`src/rtl/cpu_run_ctrl_if.sv`:
```
// ============================================================================
// Module      : cpu_run_ctrl_if
// Description : Host command port for the run controller (valid/ready + read-back).
// Revision    : 1.0
// ============================================================================
`default_nettype none

interface cpu_run_ctrl_if;
    logic        host_valid;
    logic        host_ready;
    logic [1:0]  host_cmd;
    logic [7:0]  host_addr;
    logic [15:0] host_wdata;
    logic [15:0] host_rdata;
    logic        host_rvalid;

    modport master (
        output host_valid, host_cmd, host_addr, host_wdata,
        input  host_ready, host_rdata, host_rvalid
    );

    modport slave (
        input  host_valid, host_cmd, host_addr, host_wdata,
        output host_ready, host_rdata, host_rvalid
    );
endinterface

`default_nettype wire

```
`src/rtl/cpu_run_ctrl.sv`:
```
// ============================================================================
// Module      : cpu_run_ctrl
// Description : Loads, starts, watches and stops the CPU core; muxes its memories.
// Revision    : 1.0
// ============================================================================
`default_nettype none

module cpu_run_ctrl #(
    parameter int MAX_CYCLES  = 16'hFFFF,
    parameter int HALT_STABLE = 4,
    parameter int RST_CYCLES  = 2
) (
    input  wire logic        clock,
    input  wire logic        reset,
    cpu_run_ctrl_if.slave    host,
    output logic             done,
    output logic             timeout,
    output logic [15:0]      cycle_count,
    output logic             cpu_rst_n,
    output logic             cpu_enable,
    output logic             cpu_start,
    input  wire logic [7:0]  cpu_i_addr,
    input  wire logic        cpu_d_we,
    input  wire logic [7:0]  cpu_d_addr,
    input  wire logic [15:0] cpu_d_dataout,
    output logic             imem_we,
    output logic [7:0]       imem_addr,
    output logic [15:0]      imem_wdata,
    output logic             dmem_we,
    output logic [7:0]       dmem_addr,
    output logic [15:0]      dmem_wdata,
    input  wire logic [15:0] dmem_rdata
);

    localparam int              c_STW        = $clog2(HALT_STABLE + 1);
    localparam int              c_RSTW       = $clog2(RST_CYCLES + 1);
    localparam logic [c_STW-1:0]  c_STABLE_LAST = c_STW'(HALT_STABLE - 1);
    localparam logic [c_RSTW-1:0] c_RST_LAST    = c_RSTW'(RST_CYCLES - 1);
    localparam logic [15:0]     c_CYC_LAST   = 16'(MAX_CYCLES - 1);

    typedef enum logic [2:0] {
        S_IDLE  = 3'd0,
        S_CRST  = 3'd1,
        S_START = 3'd2,
        S_RUN   = 3'd3,
        S_DONE  = 3'd4
    } state_t;

    state_t            r_state;
    state_t            w_state_next;
    logic [c_RSTW-1:0] r_rst_cnt;
    logic [c_STW-1:0]  r_stable;
    logic [7:0]        r_prev_iaddr;
    logic [15:0]       r_rdata;
    logic              r_rvalid;
    logic              r_done;
    logic              r_timeout;
    logic [15:0]       r_cycle;

    logic w_host_side;
    logic w_accept;
    logic w_in_run;
    logic w_addr_eq;
    logic w_halt;
    logic w_tmo;

    assign w_host_side = (r_state == S_IDLE) || (r_state == S_DONE);
    assign w_accept    = host.host_valid && w_host_side;
    assign w_in_run    = (r_state == S_RUN);
    assign w_addr_eq   = (cpu_i_addr == r_prev_iaddr);
    assign w_halt      = w_in_run && w_addr_eq && (r_stable == c_STABLE_LAST);
    assign w_tmo       = w_in_run && (r_cycle == c_CYC_LAST);

    always_comb begin
        w_state_next = r_state;
        case (r_state)
            S_IDLE, S_DONE: if (w_accept && host.host_cmd == 2'b11) w_state_next = S_CRST;
            S_CRST:         if (r_rst_cnt == c_RST_LAST) w_state_next = S_START;
            S_START:        w_state_next = S_RUN;
            S_RUN:          if (w_halt || w_tmo) w_state_next = S_DONE;
            default:        w_state_next = S_IDLE;
        endcase
    end

    // Core controls are pure state decodes so an async reset drops them at once.
    always_comb begin
        host.host_ready = w_host_side;
        cpu_rst_n       = (r_state == S_START) || w_in_run;
        cpu_enable      = (r_state == S_START) || w_in_run;
        cpu_start       = (r_state == S_START);
        imem_we         = w_accept && (host.host_cmd == 2'b00);
        imem_addr       = w_in_run ? cpu_i_addr : host.host_addr;
        imem_wdata      = host.host_wdata;
        dmem_we         = w_in_run ? cpu_d_we : (w_accept && (host.host_cmd == 2'b01));
        dmem_addr       = w_in_run ? cpu_d_addr : host.host_addr;
        dmem_wdata      = w_in_run ? cpu_d_dataout : host.host_wdata;
    end

    always_ff @(posedge clock or negedge reset) begin
        if (!reset) begin
            r_state      <= S_IDLE;
            r_rst_cnt    <= '0;
            r_stable     <= '0;
            r_prev_iaddr <= '0;
            r_rdata      <= '0;
            r_rvalid     <= 1'b0;
            r_done       <= 1'b0;
            r_timeout    <= 1'b0;
            r_cycle      <= '0;
        end else begin
            r_state      <= w_state_next;
            r_prev_iaddr <= cpu_i_addr;
            r_rst_cnt    <= (r_state == S_CRST) ? r_rst_cnt + c_RSTW'(1) : '0;
            r_stable     <= (w_in_run && w_addr_eq) ? r_stable + c_STW'(1) : '0;
            r_rvalid     <= w_accept && (host.host_cmd == 2'b10);
            if (w_accept && host.host_cmd == 2'b10) r_rdata <= dmem_rdata;
            if (w_accept && host.host_cmd == 2'b11) begin
                r_done    <= 1'b0;
                r_timeout <= 1'b0;
                r_cycle   <= '0;
            end
            if (w_in_run) begin
                if (r_cycle != 16'hFFFF) r_cycle <= r_cycle + 16'd1;
                // Halt wins over timeout when both land on the same clock.
                if (w_halt || w_tmo) begin
                    r_done    <= 1'b1;
                    r_timeout <= !w_halt;
                end
            end
        end
    end

    assign host.host_rdata  = r_rdata;
    assign host.host_rvalid = r_rvalid;
    assign done             = r_done;
    assign timeout          = r_timeout;
    assign cycle_count      = r_cycle;

endmodule

`default_nettype wire

```
`src/flat_wrapper.sv`:
```
// flat-port wrapper written by rule: the top's interface ports become plain ports
module cpu_run_ctrl_flat 
#(
    parameter int MAX_CYCLES  = 16'hFFFF,
    parameter int HALT_STABLE = 4,
    parameter int RST_CYCLES  = 2
)
  (clock, reset, done, timeout, cycle_count, cpu_rst_n, cpu_enable, cpu_start, cpu_i_addr, cpu_d_we, cpu_d_addr, cpu_d_dataout, imem_we, imem_addr, imem_wdata, dmem_we, dmem_addr, dmem_wdata, dmem_rdata, host_host_valid, host_host_cmd, host_host_addr, host_host_wdata, host_host_ready, host_host_rdata, host_host_rvalid);
  cpu_run_ctrl_if host_i ();
  input  wire logic clock;
  input  wire logic reset;
  output logic done;
  output logic timeout;
  output logic [15:0] cycle_count;
  output logic cpu_rst_n;
  output logic cpu_enable;
  output logic cpu_start;
  input  wire logic [7:0] cpu_i_addr;
  input  wire logic cpu_d_we;
  input  wire logic [7:0] cpu_d_addr;
  input  wire logic [15:0] cpu_d_dataout;
  output logic imem_we;
  output logic [7:0] imem_addr;
  output logic [15:0] imem_wdata;
  output logic dmem_we;
  output logic [7:0] dmem_addr;
  output logic [15:0] dmem_wdata;
  input  wire logic [15:0] dmem_rdata;
  input wire logic [$bits(host_i.host_valid)-1:0] host_host_valid;
  input wire logic [$bits(host_i.host_cmd)-1:0] host_host_cmd;
  input wire logic [$bits(host_i.host_addr)-1:0] host_host_addr;
  input wire logic [$bits(host_i.host_wdata)-1:0] host_host_wdata;
  output wire logic [$bits(host_i.host_ready)-1:0] host_host_ready;
  output wire logic [$bits(host_i.host_rdata)-1:0] host_host_rdata;
  output wire logic [$bits(host_i.host_rvalid)-1:0] host_host_rvalid;
  assign host_i.host_valid = host_host_valid;
  assign host_i.host_cmd = host_host_cmd;
  assign host_i.host_addr = host_host_addr;
  assign host_i.host_wdata = host_host_wdata;
  assign host_host_ready = host_i.host_ready;
  assign host_host_rdata = host_i.host_rdata;
  assign host_host_rvalid = host_i.host_rvalid;
  cpu_run_ctrl #(.MAX_CYCLES(MAX_CYCLES), .HALT_STABLE(HALT_STABLE), .RST_CYCLES(RST_CYCLES)) u_core (.clock(clock), .reset(reset), .host(host_i), .done(done), .timeout(timeout), .cycle_count(cycle_count), .cpu_rst_n(cpu_rst_n), .cpu_enable(cpu_enable), .cpu_start(cpu_start), .cpu_i_addr(cpu_i_addr), .cpu_d_we(cpu_d_we), .cpu_d_addr(cpu_d_addr), .cpu_d_dataout(cpu_d_dataout), .imem_we(imem_we), .imem_addr(imem_addr), .imem_wdata(imem_wdata), .dmem_we(dmem_we), .dmem_addr(dmem_addr), .dmem_wdata(dmem_wdata), .dmem_rdata(dmem_rdata));
endmodule
```
`config.mk`:
```
export PLATFORM = sky130hd
export DESIGN_NAME = cpu_run_ctrl_flat
export DESIGN_NICKNAME = d
export VERILOG_FILES = /design/src/rtl/cpu_run_ctrl_if.sv /design/src/rtl/cpu_run_ctrl.sv /design/src/flat_wrapper.sv
export SDC_FILE = /design/constraint.sdc
export NUM_CORES = 1
export LEC_CHECK = 0
export ABC_AREA = 1
export CAP_MARGIN = 30
export CORE_UTILIZATION = 41
export DETAILED_ROUTE_END_ITERATION = 8
export PLACE_DENSITY = 0.86
export SYNTH_ARGS = -nofsm -noshare
export SYNTH_HDL_FRONTEND = slang
export SYNTH_SLANG_ARGS = --single-unit
```
`constraint.sdc`:
```
create_clock -name clock -period 3.6 [get_ports clock]
set_input_delay 0.54 -clock clock [delete_from_list [all_inputs] [get_ports clock]]
set_output_delay 0.54 -clock clock [all_outputs]
set_load 0.03 [all_outputs]
```
* Word level (Yosys, flattened, before mapping) *
Index checks and enable logic that the tools add are counted.
Widths: inputs -> output; s select.

operators by class
  add/sub/neg operators = 3
  eq/ne operators = 15
  mux-type cells = 19
  reductions and logical operators = 16

operators by type and width
  kind                   count
  $mux 16                4
  $add 16x1->16 const B  1
  $eq 16x16->1 const B   1
  $mux 8                 2
  $ne 16x16->1 const B   1
  $mux 3                 4
  $pmux 3 s4             1
  $eq 3x2->1 const B     3
  $eq 8x8->1             1
  $logic_and 1x1->1      8
  $mux 1                 7
  $eq 2x1->1 const B     2
  $eq 2x2->1 const B     2
  $ne 2x1->1 const B     2
  $add 3x1->3 const B    1
  $eq 3x1->1 const B     1
  $eq 3x3->1 const B     1
  $logic_not 3->1        1
  $logic_or 1x1->1       3
  $reduce_and 3->1       1
  $add 2x1->2 const B    1
  $logic_not 2->1        1
  $mux 2                 1
  $ne 2x2->1 const B     1
  other kinds (2)        2

storage, ports and cells
  flip-flop bits (word level) = 51

* Longest topological paths before layout *
  word-level depth = 7
  mapped depth = 11
  depth with buffers taken out = 11

* Worst setup path before layout *
OpenSTA, ideal clock, no wires.

  path kind = register -> output
  start = reg u_core.r_state[0]
  end = out imem_addr[2]
  data arrival time = 1.609 ns
  required time = 3.060 ns
  setup slack = 1.451 ns
  cell stages (with the launch flop) = 6
  path buffers = 1
  cells stage by stage = dfrtp_1 nand2_1 nor2_4 inv_2 clkbuf_1 o21ai_0

between the ends
  word-level cells in the longest chain between the ends = 2

ends and longest elaborated chain
  item                    RTL line             text
  start, declared         cpu_run_ctrl.sv:49   state_t r_state;
  start signal, assigned  cpu_run_ctrl.sv:111  r_state <= w_state_next;
  $eq 3x2->1              cpu_run_ctrl.sv:69   assign w_in_run = (r_state == S_RUN);
  $mux 8                  cpu_run_ctrl.sv:92   imem_addr = w_in_run ? cpu_i_addr : host.host_addr;
  end, declared           flat_wrapper.sv:23   output logic [7:0] imem_addr;

No other way between the ends.

* Final worst setup path *
Same ends and word-level chain as after synthesis.

==> flow_metrics.tcl <==
set metrics [dict create \
    seqCellArea_um2 1276 \
    io_buffers 166 \
    crit_chain "nand2_1 > nor2_4 > inv_2 > nand2_1 > o21ai_0 > clkdlybuf4s50_1" \
    fillers 553 \
    vias 2969 \
    top_layer_used "met4" \
    cts_setup_buffers 0 \
    cts_tree "built" \
    ant_nets 0 \
    core_um2 6794 \
    grt_pass1_vias 2882 \
    status "finished clean" \
    finalHoldViolations 0 \
    initial_core_util_pct 42.23 \
    clock_skew_ns 0.005494 \
    synth.distinct_cells 29 \
    dieArea_um2 7336 \
    antenna_found_initial 0 \
    p_clk_share_pct 12.0 \
    wl_met2_um 4405 \
    combPwrFrac_pct 61.5 \
    cp.arrival_ns 2.35 \
    drt-wirelength-per-cell_um 12.92 \
    io_pins 167 \
    min_path_type "input port to asynchronous set/reset pin" \
    timing.fmax_ghz 0.3456 \
    clk_latency_ns 0.30 \
    met3_length_um 183 \
    drv_slew 0 \
    cp.required_ns 3.06 \
    crit_path_max_incr_delay_ns 0.71 \
    track_usage_pct 22.80 \
    cts_buffers 5 \
    drt-met1-wl_um 3472 \
    die_y_um 85.65 \
    multi_input_area_um2 1277 \
    ir_drop_mv 0.3937 \
    finalPower_w 0.003459 \
    synthCells 389 \
    critPathMaxFanout 33 \
    yosysWarnings 0 \
    ys_ff_latch 51 \
    p_per_area_nw_per_um2 751.7 \
    seq_area_frac_synth_pct 44.48 \
    overflow 0 \
    final_cell_mix "nand2_1, clkdlybuf4s50_1, dfrtp_1, inv_1, nor2_1" \
    cts.clk_slew.worst_paths_ns 0.09 \
    setup_tns_ns 0 \
    grt_pass1_wl_um 13310 \
    slew_headroom_pct 55.34 \
    grt_max_degree 38 \
    rows 30 \
    firstDrtPassIters 4 \
    nets 620 \
    p_seq_share_pct 26.5 \
    fin_crit_sh_pct 80.38 \
    cts_sinks 51 \
    dp.cells 626 \
    hold_buffers 0 \
    switchingPower_w 0.001640 \
    area_delta_synth_final_pct 60.40 \
    routabilityCongestion 0.7923 \
    cellLeakagePower_nw 2.132 \
    cts-root-buf "clkbuf_8" \
    h-tree-depth 2 \
    fin_cells 634 \
    drc 0 \
    cpMostUsedCell "nand2_1" \
    worstSetupEndpointType "primary output" \
    syn-num-nets 472 \
    power.internal_w 0.001819 \
    period_minus_slack_ns 2.894 \
    final_common_cell "nand2_1" \
    cp_slowest_cell "clkdlybuf4s50_1" \
    switching_share_pct 47.42 \
    hpwl_um 6464 \
    max_slew.worst_pin.slew_ns 0.6678 \
    avgSynthCellArea_um2 7.375 \
    fp.dieW_um 85.65 \
    finalWirelength_um 8192 \
    maxCapViolCount 0 \
    critPathKind "flip-flop to primary output" \
    crit_path_start_kind "flip-flop" \
    syn_area_um2 2869 \
    drive_above_1_share_pct 3.903 \
    cts.repair.resized 0 \
    antennaDiodeCount 0 \
    setup_viol 0 \
    initialDrtViolationCount 133 \
    cts_buffer_depth 2 \
    drt-vias-per-instance 4.683 \
    reg2reg_depth 7 \
    grt_setup_unrepaired "false" \
]
-- path summary, 6_finish.rpt --
kind	startpoint	slack, ns	end
min	reset	0.13	u_core.cycle_count[9]
min in group clock	u_core.r_rst_cnt[0]	0.44	u_core.r_rst_cnt[0]
max	u_core.r_state[0]	0.71	imem_addr[2]
max in group asynchronous	reset	2.95	u_core.host.host_rdata[10]
min reg2reg	u_core.r_rst_cnt[0]	0.44	u_core.r_rst_cnt[0]
max reg2reg	u_core.r_state[0]	1.55	u_core.cycle_count[4]
-- critical path: cells and delay by family (launching register included) --
family	cells	cell delay [ns]
flops	1	0.44
compound gates	1	0.14
buf+inv	2	1.12
simple gates	3	0.34
-- cell usage after synthesis, drive strengths merged --
cell	count	share of area, %
nor3	8	1.8
ha	5	2.2
o21ai	17	3.0
dfrtp	51	44
clkbuf	5	0.65
nand2	173	23
a21oi	6	1.0
a21boi	1	0.26
nand4	5	1.1
nand3	19	3.3
nor2	28	4.4
buf	22	5.9
or2	1	0.31
and3	1	0.22
a32o	1	0.35
inv	33	4.4
o21a	1	0.26
xor2	3	0.92
xnor2	9	2.7
-- metrics by stage --
stage	hold WS, ns	area (µm²)	utilization, %	worst slack [ns]
2_1_floorplan	0.2444	2869	-	1.451
3_3_place_gp	0.4193	4464	65.71	1.028
3_5_place_dp	0.4316	4484	66.00	0.9578
4_1_cts	0.1398	4602	67.73	0.6987
5_1_grt	0.1543	4602	67.73	0.5523
6_report	0.1346	4602	67.73	0.7063
-- flip-flops by register name, indices dropped and copies added, names as in the netlist, 2 cells and up --
signal / count
u_core.host.host_rdata: 16
u_core.r_stable: 3
u_core.r_prev_iaddr: 8
u_core.r_rst_cnt: 2
u_core.cycle_count: 16
u_core.r_state: 3
-- kinds of logic (layout without fill, tap and decap cells) --
| kind of cell | count (synthesis) | in the layout | share of synthesized area, % |
|---|---|---|---|
| AOI/OAI and AO/OA | 26 | 26 | 4.885 |
| buffers and inverters | 60 | 209 | 10.99 |
| and+or+nand+nor | 235 | 235 | 33.80 |
| adders and majority gates | 5 | 5 | 2.181 |
| xor gates and xnor gates | 12 | 12 | 3.664 |
| DFF | 51 | 51 | 44.48 |
-- per-layer routing --
metal,vias up,track usage (%)
met5,-,0
met4,0,6.970
met2,55,42.55
met3,14,3.465
li1,1490,-
met1,1410,26.89
-- power groups by stage --
| stage | Sequential, W | Combinational [W] | Clock (W) |
|---|---|---|---|
| detailed placement | 0.000925 | 0.00213 | 0 |
| CTS | 0.000914 | 0.00214 | 0.000423 |
| global placement | 0.000912 | 0.00209 | 0 |
| floorplan | 0.00123 | 0.000921 | 0 |
| global route | 0.000943 | 0.00227 | 0.000443 |
| finish | 0.000917 | 0.00213 | 0.000416 |
-- area by class of cell --
class                   instances  share of cell area [%]
repair buffers                168                   36.60
clock inverters                 2                  0.7613
flip-flops and latches         51                   27.73
well taps                      96                   2.610
inverters                      33                   2.746
clock buffers                   6                   1.794
multi-input cells             278                   27.76
No activity file was read; power rests on OpenSTA's default activity.
